[src/rtl/cache_pkg.sv]
// cache_pkg: shared definitions for the split I/D cache controller.
//   - state_e   : controller FSM states (IDLE, WB, WB_GAP, FILL)
//   - SRC_I/D   : encoding of the latched miss requester
//   - defaults and clog2-based helpers for the derived widths
package cache_pkg;

  typedef enum logic [1:0] {
    IDLE   = 2'd0,
    WB     = 2'd1,
    WB_GAP = 2'd2,
    FILL   = 2'd3
  } state_e;

  localparam logic SRC_I = 1'b0;
  localparam logic SRC_D = 1'b1;

  localparam int ADDR_W_DEF = 16;
  localparam int WORD_W_DEF = 16;
  localparam int WPL_DEF    = 4;
  localparam int TAG_W_DEF  = 8;

  // Word-offset width inside a line.
  function automatic int off_width(input int words_per_line);
    return $clog2(words_per_line);
  endfunction

  // Line-address width: word address minus the in-line offset.
  function automatic int line_addr_width(input int addr_w, input int words_per_line);
    return addr_w - $clog2(words_per_line);
  endfunction

endpackage

[src/rtl/cache_word_merge.sv]
// cache_word_merge: replaces one word of a cache line.
// Ports:
//   line_i   [LINE_W-1:0]  original line
//   word_i   [WORD_W-1:0]  word to insert
//   off_i    [OFF_W-1:0]   word slot; word k lives in [k*WORD_W +: WORD_W]
//   merged_o [LINE_W-1:0]  line with slot off_i replaced by word_i
module cache_word_merge
  import cache_pkg::*;
#(
  parameter int WORD_W         = WORD_W_DEF,
  parameter int WORDS_PER_LINE = WPL_DEF,
  parameter int OFF_W          = off_width(WORDS_PER_LINE),
  parameter int LINE_W         = WORD_W * WORDS_PER_LINE
) (
  input  logic [LINE_W-1:0] line_i,
  input  logic [WORD_W-1:0] word_i,
  input  logic [OFF_W-1:0]  off_i,
  output logic [LINE_W-1:0] merged_o
);

  always_comb begin
    merged_o = line_i;
    merged_o[off_i*WORD_W +: WORD_W] = word_i;
  end

endmodule

[src/rtl/cache_ctrl_param.sv]
// cache_ctrl_param: split I/D cache controller in front of a shared,
// line-wide memory port. One miss is served at a time; a data miss wins
// over an instruction miss. Dirty data victims are written back (WB),
// followed by one idle cycle (WB_GAP), then the line is refilled (FILL).
//
// Memory handshake: m_re / m_we is a level request held (with a stable
// m_addr) until memory answers with a single-cycle m_rdy pulse; the two are
// never asserted together, and m_rdy outside WB/FILL is ignored.
//
// Ports:
//   clk, rst_n               clock, synchronous active-low reset
//   re, we, i_fetch          data read/write and fetch requests (levels)
//   i_hit, d_hit             tag-match results
//   d_dirty, d_tag           dirty bit / tag of the indexed D line
//   i_addr, d_addr           word addresses
//   wr_data                  store data
//   i_out, d_out, m_out      indexed I/D lines, memory read line
//   m_rdy                    memory access complete (pulse)
//   stall                    pipeline freeze
//   instr, rd_data           word selected by the address offset
//   i_we/i_data, d_we/d_data/d_dirty_in   array line writes
//   m_re, m_we, m_addr, m_data            memory request
//   dbg_state                current FSM state
// Build option CACHE_PERF_CNT_EN adds saturating counters i_miss_cnt,
// d_miss_cnt, wb_cnt and stall_cnt as extra outputs.
module cache_ctrl_param
  import cache_pkg::*;
#(
  parameter int ADDR_W         = ADDR_W_DEF,
  parameter int WORD_W         = WORD_W_DEF,
  parameter int WORDS_PER_LINE = WPL_DEF,
  parameter int TAG_W          = TAG_W_DEF,
  parameter int LINE_W         = WORD_W * WORDS_PER_LINE,
  localparam int OFF_W         = off_width(WORDS_PER_LINE),
  localparam int LA_W          = line_addr_width(ADDR_W, WORDS_PER_LINE),
  localparam int IDX_W         = LA_W - TAG_W
) (
  input  logic              clk,
  input  logic              rst_n,
  input  logic              re,
  input  logic              we,
  input  logic              i_fetch,
  input  logic              i_hit,
  input  logic              d_hit,
  input  logic              d_dirty,
  input  logic [TAG_W-1:0]  d_tag,
  input  logic [ADDR_W-1:0] i_addr,
  input  logic [ADDR_W-1:0] d_addr,
  input  logic [WORD_W-1:0] wr_data,
  input  logic [LINE_W-1:0] i_out,
  input  logic [LINE_W-1:0] d_out,
  input  logic [LINE_W-1:0] m_out,
  input  logic              m_rdy,
  output logic              stall,
  output logic [WORD_W-1:0] instr,
  output logic [WORD_W-1:0] rd_data,
  output logic              i_we,
  output logic              d_we,
  output logic [LINE_W-1:0] i_data,
  output logic [LINE_W-1:0] d_data,
  output logic              d_dirty_in,
  output logic              m_re,
  output logic              m_we,
  output logic [LA_W-1:0]   m_addr,
  output logic [LINE_W-1:0] m_data,
  output state_e            dbg_state
`ifdef CACHE_PERF_CNT_EN
  ,
  output logic [31:0]       i_miss_cnt,
  output logic [31:0]       d_miss_cnt,
  output logic [31:0]       wb_cnt,
  output logic [31:0]       stall_cnt
`endif
);

  state_e              state_q, state_d;
  logic                src_q, src_d;
  logic [LA_W-1:0]     victim_q, victim_d;
  logic [LA_W-1:0]     line_q, line_d;
  logic                store_q, store_d;
  logic [OFF_W-1:0]    off_q, off_d;
  logic [WORD_W-1:0]   wdata_q, wdata_d;

  logic                d_miss, i_miss;
  logic [LA_W-1:0]     d_line, i_line;
  logic [IDX_W-1:0]    d_idx;
  logic [LINE_W-1:0]   hit_line, fill_line;

  assign d_miss = (re | we) & ~d_hit;
  assign i_miss = i_fetch & ~i_hit;
  assign d_line = d_addr[ADDR_W-1:OFF_W];
  assign i_line = i_addr[ADDR_W-1:OFF_W];
  assign d_idx  = d_line[IDX_W-1:0];

  // Store hit: live line merged with live store data.
  cache_word_merge #(
    .WORD_W(WORD_W), .WORDS_PER_LINE(WORDS_PER_LINE), .OFF_W(OFF_W), .LINE_W(LINE_W)
  ) u_hit_merge (
    .line_i(d_out), .word_i(wr_data), .off_i(d_addr[OFF_W-1:0]), .merged_o(hit_line)
  );

  // Store miss: refill line merged with the store captured at miss detection.
  cache_word_merge #(
    .WORD_W(WORD_W), .WORDS_PER_LINE(WORDS_PER_LINE), .OFF_W(OFF_W), .LINE_W(LINE_W)
  ) u_fill_merge (
    .line_i(m_out), .word_i(wdata_q), .off_i(off_q), .merged_o(fill_line)
  );

  always_ff @(posedge clk) begin
    if (!rst_n) begin
      state_q  <= IDLE;
      src_q    <= SRC_I;
      victim_q <= '0;
      line_q   <= '0;
      store_q  <= 1'b0;
      off_q    <= '0;
      wdata_q  <= '0;
    end else begin
      state_q  <= state_d;
      src_q    <= src_d;
      victim_q <= victim_d;
      line_q   <= line_d;
      store_q  <= store_d;
      off_q    <= off_d;
      wdata_q  <= wdata_d;
    end
  end

  always_comb begin
    state_d    = state_q;
    src_d      = src_q;
    victim_d   = victim_q;
    line_d     = line_q;
    store_d    = store_q;
    off_d      = off_q;
    wdata_d    = wdata_q;
    stall      = 1'b1;
    i_we       = 1'b0;
    d_we       = 1'b0;
    i_data     = m_out;
    d_data     = m_out;
    d_dirty_in = 1'b0;
    m_re       = 1'b0;
    m_we       = 1'b0;
    m_addr     = '0;

    unique case (state_q)
      IDLE: begin
        if (d_miss) begin
          // Everything needed to finish the miss is captured here so that
          // later changes on the request inputs cannot redirect it.
          src_d    = SRC_D;
          victim_d = {d_tag, d_idx};
          line_d   = d_line;
          store_d  = we;
          off_d    = d_addr[OFF_W-1:0];
          wdata_d  = wr_data;
          state_d  = d_dirty ? WB : FILL;
        end else if (i_miss) begin
          src_d   = SRC_I;
          line_d  = i_line;
          store_d = 1'b0;
          state_d = FILL;
        end else begin
          stall = 1'b0;
          if (we) begin
            d_we       = 1'b1;
            d_dirty_in = 1'b1;
            d_data     = hit_line;
          end
        end
      end
      WB: begin
        m_we   = 1'b1;
        m_addr = victim_q;
        if (m_rdy) state_d = WB_GAP;
      end
      WB_GAP: begin
        state_d = FILL;
      end
      FILL: begin
        m_re   = 1'b1;
        m_addr = line_q;
        if (m_rdy) begin
          if (src_q == SRC_I) begin
            i_we = 1'b1;
          end else begin
            d_we       = 1'b1;
            d_data     = store_q ? fill_line : m_out;
            d_dirty_in = store_q;
          end
          // Back to IDLE so the hit signals are re-evaluated on the new line.
          state_d = IDLE;
        end
      end
      default: state_d = IDLE;
    endcase

    // While reset is held the pipeline stays frozen and nothing is written.
    if (!rst_n) begin
      stall  = 1'b1;
      i_we   = 1'b0;
      d_we   = 1'b0;
      m_re   = 1'b0;
      m_we   = 1'b0;
      m_addr = '0;
    end
  end

  assign instr     = rst_n ? i_out[i_addr[OFF_W-1:0]*WORD_W +: WORD_W] : '0;
  assign rd_data   = rst_n ? d_out[d_addr[OFF_W-1:0]*WORD_W +: WORD_W] : '0;
  assign m_data    = d_out;
  assign dbg_state = state_q;

`ifdef CACHE_PERF_CNT_EN
  logic leave_idle;
  assign leave_idle = (state_q == IDLE) && (state_d != IDLE);

  always_ff @(posedge clk) begin
    if (!rst_n) begin
      i_miss_cnt <= '0;
      d_miss_cnt <= '0;
      wb_cnt     <= '0;
      stall_cnt  <= '0;
    end else begin
      if (leave_idle && (src_d == SRC_I) && (i_miss_cnt != '1)) i_miss_cnt <= i_miss_cnt + 32'd1;
      if (leave_idle && (src_d == SRC_D) && (d_miss_cnt != '1)) d_miss_cnt <= d_miss_cnt + 32'd1;
      if (leave_idle && (state_d == WB) && (wb_cnt != '1))      wb_cnt     <= wb_cnt + 32'd1;
      if (stall && (stall_cnt != '1))                           stall_cnt  <= stall_cnt + 32'd1;
    end
  end
`endif

endmodule

[config.mk]
export PLATFORM = sky130hd
export DESIGN_NAME = cache_ctrl_param
export DESIGN_NICKNAME = d
export VERILOG_FILES = /design/src/rtl/cache_pkg.sv /design/src/rtl/cache_word_merge.sv /design/src/rtl/cache_ctrl_param.sv
export SDC_FILE = /design/constraint.sdc
export NUM_CORES = 1
export LEC_CHECK = 0
export ABC_AREA = 1
export CORE_UTILIZATION = 25
export DETAILED_ROUTE_END_ITERATION = 10
export DONT_BUFFER_PORTS = 1
export PLACE_DENSITY = 0.36
export SLEW_MARGIN = 20
export SYNTH_ARGS = -nofsm -noshare
export SYNTH_HDL_FRONTEND = slang
export SYNTH_HIERARCHICAL = 1
export SYNTH_SLANG_ARGS = --single-unit
[constraint.sdc]
create_clock -name clk -period 6.51 [get_ports clk]
set_clock_uncertainty 0.15 [all_clocks]
set_input_delay 1.6275 -clock clk [delete_from_list [all_inputs] [get_ports clk]]
set_output_delay 1.6275 -clock clk [all_outputs]
set_load 0.02 [all_outputs]
* Yosys cells after proc, flatten, opt, wreduce, memory -nomap -nowiden
Index checks and enable logic that the tools add are counted.
** Operators by class
- Add/subtract/negate cells :: 2
- $mul :: 0
- Div/mod/pow operators :: 0
- Magnitude comparators :: 0
- Equality and inequality tests :: 6
- Shift-type cells :: 6
- Mux-type cells :: 46
- Bitwise operators :: 5
- Reduce and logical (&&, ||, !) cells :: 5
** Operators with widths (count)
- $mux W64 :: 6
- $bwmux W64 :: 2
- $pmux W64 S2 :: 1
- $shift A16 B34 Y64 const A :: 2
- $shiftx A16 B34 Y64 :: 2
- $shiftx A64 B7 Y16 :: 2
- $neg A6 Y34 :: 2
- $mux W14 :: 3
- $mux W16 :: 2
- $pmux W14 S2 :: 1
- $mux W1 :: 23
- $mux W2 :: 5
- $pmux W2 S4 :: 1
- $eq A2 B2 Y1 const B :: 2
- $ne A2 B2 Y1 const B :: 2
- $pmux W1 S2 :: 2
- $reduce_and A2 Y1 :: 2
- $ne A3 B3 Y1 const B :: 1
- $reduce_and A3 Y1 :: 1
- $and A1 B1 Y1 :: 2
- $eq A2 B1 Y1 const B :: 1
- $logic_not A2 Y1 :: 1
- $not A1 Y1 :: 2
- $reduce_bool A2 Y1 :: 1
- $or A1 B1 Y1 :: 1
** Word-level totals
- Register bits :: 50
- Latch bits :: 0
- Memory bits (writable) :: 0
- Memory bits (read-only) :: 0
- Bits of input ports :: 257
- Output and inout port bits :: 246
- Logic and storage cells :: 77
- Memories kept :: 0

* Longest topological paths before layout
- Depth in word-level cells :: 7
- Depth in mapped cells :: 16
- Depth with buffers taken out :: 12

* Hierarchy
Netlist, hierarchy kept.
** Modules (own cells, without submodules)
- cache_ctrl_param :: times used 1, cells an instance 1608, area each 8604.5 um2
- cache_word_merge (u_fill_merge) :: times used 1, cells an instance 292, area each 1275.0 um2
- cache_word_merge (u_hit_merge) :: times used 1, cells an instance 279, area each 1197.4 um2

* Least setup slack after synthesis
No wires, ideal clock.
- Path type :: input to output
- Start point :: input port d_addr[0]
- End point :: output port d_data[12]
- Data arrival time :: 3317 ps
- Data required time :: 4733 ps
- Slack :: 1415 ps
- Stages on the path :: 11
- Cells stage by stage :: buf_2 inv_1 ha_1 nor2_2 buf_4 nand3_1 nand2_1 inv_1 nand3_1 nand3_1 a21oi_1
** Between the ends
- Word-level cells in the longest chain between the ends :: 7
** Ends and longest elaborated chain
- start, declared :: RTL line cache_ctrl_param.sv:48 : input logic [ADDR_W-1:0] d_addr,
- $neg A6 Y34 * :: RTL line cache_word_merge.sv:23 : merged_o[off_i*WORD_W +: WORD_W] = word_i;
- $shiftx A16 B34 Y64 or $shift A16 B34 Y64 (tied branches) :: RTL line cache_word_merge.sv:23
- $bwmux W64 * :: RTL line cache_word_merge.sv:23
- named net hit_line[12] :: RTL line cache_ctrl_param.sv:87 : logic [LINE_W-1:0] hit_line, fill_line;
- $mux W64 * :: RTL line cache_ctrl_param.sv:166 : if (we) begin
- $mux W64 * :: RTL line cache_ctrl_param.sv:159 : end else if (i_miss) begin
- $mux W64 * :: RTL line cache_ctrl_param.sv:149 : if (d_miss) begin
- $pmux W64 S2 * :: RTL line cache_ctrl_param.sv:147 : unique case (state_q)
- end, declared :: RTL line cache_ctrl_param.sv:60 : output logic [LINE_W-1:0] d_data,
Mark *: on every way through the listed nets, which the timed path passes. The rest lies on a longest branch.

* Worst setup path in the final report
- Start point :: input port d_addr[1]
- End point :: output port d_data[25]
Same word-level chain as after synthesis.

==> metrics.yaml <==
clock_network:
  cts_tree: "yes"
  ctsResizeCount: 0
  cts_hold_buf: 0
  clk_pin_slew_ns: 0.08
  clockRootBuffer: "clkbuf_16"
  cts_made_buffers: 5
  cts_setup_buffers: 0
  clock_latency_ns: 0.31
  cts.htree.levels: 2
  clock_path_buffers: 2
  cts.sinks: 50
route:
  viasPerCell: 5.11
  postRouteAntennaNets: 0
  post_drt_wl_per_cell_um: 24.9
  dr.first_iter.drc_count: 1290
  drc_errors: 0
  vias: 12900
  routed_wl_um: 63000
  drtPass1Iterations: 8
setup_path:
  cp_cell_sequence: "inv_1 -> ha_1 -> clkinv_1 -> nor2_4 -> nand2_1 -> nand2_1 -> inv_1 -> nand3_2 -> nand3_1 -> a21oi_1"
  reg2reg_depth: 8
  cp_num_cells: 10
  critPathBufInv: 3
  required_ns: 4.73
  cp_max_fo: 20
  end_kind: "output port"
  cp_slowest_cell: "nor2_4"
  crit_path_max_incr_delay_ns: 0.58
  critPathArrivalTime_ns: 4.00
  critPathLaunchType: "input pin"
  critPathTopFamily: "simple AND/OR/NAND/NOR gates"
  critical_path_class: "in -> out"
sta:
  period_share_pct: 88.8
  maxSlewViolCount: 0
  worst_pin_slew_ns: 1.12
  relSlewSlack_pct: 25.2
  setup_viol: 0
  hold_viol: 0
  max_freq_mhz: 173
  finalCriticalPeriod_ns: 5.78
  rsz0062_at_grt: "false"
  fin_setup_tns_ns: 0
synthesis:
  ys_async_sr_fraction_pct: 0
  yosys.area.top_type_share_pct: 20.1
  synth_nets: 2451
  synthTopCellsByArea: "nand2_1 (20%), inv_1 (12%), nand3_1 (11%)"
  synthFlopType: "dfxtp_1"
  ys_seq_area_share_pct: 9.04
  synth_top_cell_by_area: "nand2_1"
  syn_area_sq_um: 11100
  synth_warnings: 6
  synth_common_cells: "nand2_1 (592), inv_1 (342), nor2_1 (271), nand3_1 (242), buf_4 (140)"
  avgSynthCellArea_sq_um: 5.08
  synth_edf_count: 0
  ys_ff_latch: 50
  synth_cell_types: 30
  syn_inst: 2179
  yosysMostFrequentCell: "nand2_1"
global_routing:
  use_met3_pct: 4.48
  grt_max_degree: 99
  antenna_found_initial: 7
  met1_usage_pct: 32.5
  grt_overflow: 0
  grtUsageMet2_pct: 48.4
  grt.total_usage_pct: 27.1
  grt_pass1_vias: 12000
  grt.busiest_layer: "met2"
  grt_pass1_wl_um: 88600
floorplan:
  start_util_pct: 25.5
  rows: 76
  dieArea_sq_um: 45200
  die_x_um: 212
  die_y_um: 212
  core_sq_um: 43400
  ios: 503
power:
  ir_drop_uv: 187
  power.density_nw_per_um2: 354
  p_leak_nw: 5.64
place:
  gp_congestion: 0.945
  place_hpwl_um: 48400
  port_buffers: 0
finish:
  areaGrowthSynthToFinish_pct: -5.52
  drive_above_1_share_pct: 5.18
  final_util_pct: 24.1
  final.fill_count: 5226
  fin_nets: 2202
run:
  drv_cap: 0
hold_path:
  worstHoldPathCells: 2
  hold_path.class: "reg -> reg"
status:
  status: "completed"
worst register-to-register path, delay by kind of cell (launching register included):
family / cells / cell delay, ns
buffers and inverters: 4 / 1.08
AND/OR/NAND/NOR: 3 / 0.90
adder cells (fa/ha/maj): 1 / 0.94
flip-flops: 1 / 0.46
metrics by stage:
step	std cells	worst slack [ns]	hold slack [ns]	power [mW]	instance area, sq um
floorplan	2179	1.42	0.288	2.80	11100
CTS	2516	0.754	0.317	3.73	10400
global route	2524	0.551	0.337	4.01	10500
finish	2529	0.730	0.317	3.70	10500
global placement	2508	0.749	0.300	3.36	10200
detailed placement	2508	0.755	0.304	3.37	10200
worst paths after layout:
path | slack (ns) | from | end
setup / recovery | 0.73 | d_addr[1] | d_data[25]
hold / removal | 0.32 | victim_q[5] | victim_q[5]
setup reg to reg | 2.87 | dbg_state[1] | wdata_q[5]
hold reg to reg | 0.32 | victim_q[5] | victim_q[5]
cells in the final DEF (no fill, tap or decap):
master and count:
inv_6 1, nand3b_1 11, a21oi_1 121, o21bai_4 1, o21bai_1 1, nand2_1 592
a21oi_4 1, diode_2 13, nor2_8 1, nand3_2 40, or2_2 1, inv_4 1
clkbuf_16 5, dfxtp_2 2, clkbuf_8 1, buf_12 1, a32o_1 14, inv_1 341
inv_2 8, buf_4 23, nor3_1 1, nand3_1 242, o21ai_0 106, clkinv_1 5
nand4_1 65, nor2_4 4, ha_4 1, dfxtp_1 48, nor2_1 271, nor2_2 4
nand2_4 2, bufinv_16 1, ha_2 1, ha_1 13, nand2_2 1
state kept, by name, summed over array words and instances (netlist names):
register,flops
dbg_state,2
src_q,1
line_q,14
off_q,2
store_q,1
wdata_q,16
victim_q,14
layout make-up:
class / instances / area, sq um / area share [%]
Multi-Input combinational cell: 1494 / 6990 / 66.8
Inverter: 355 / 1340 / 12.8
Clock inverter: 2 / 38.8 / 0.371
Tap cell: 585 / 732 / 6.99
Clock buffer: 6 / 139 / 1.33
Sequential cell: 50 / 1000 / 9.59
Timing Repair Buffer: 24 / 193 / 1.84
Antenna cell: 13 / 32.5 / 0.311
report_power, final:
part / internal [mW] / total [mW] / switching (mW)
clock network: 0.195 / 0.343 / 0.149
registers: 0.374 / 0.474 / 0.0991
logic: 0.659 / 2.88 / 2.23
kinds of logic (layout without fill, tap and decap cells):
logic type                 Yosys count  in the layout  synth area share (%)
DFF                                 50             50                  9.04
and+or+nand+nor                   1235           1235                  49.4
other                                0             13                     0
buffers and inverters              635            387                  28.0
AOI/OAI and AO/OA                  244            244                  11.8
adders and majority gates           15             15                  1.69
layer usage:
layer / vias up / wire length [um]
met5: - / 13
met4: 2 / 2300
met3: 89 / 3970
met2: 562 / 31200
met1: 6145 / 25500
li1: 6135 / -
Note: power is estimated with default switching activity, not from simulation.
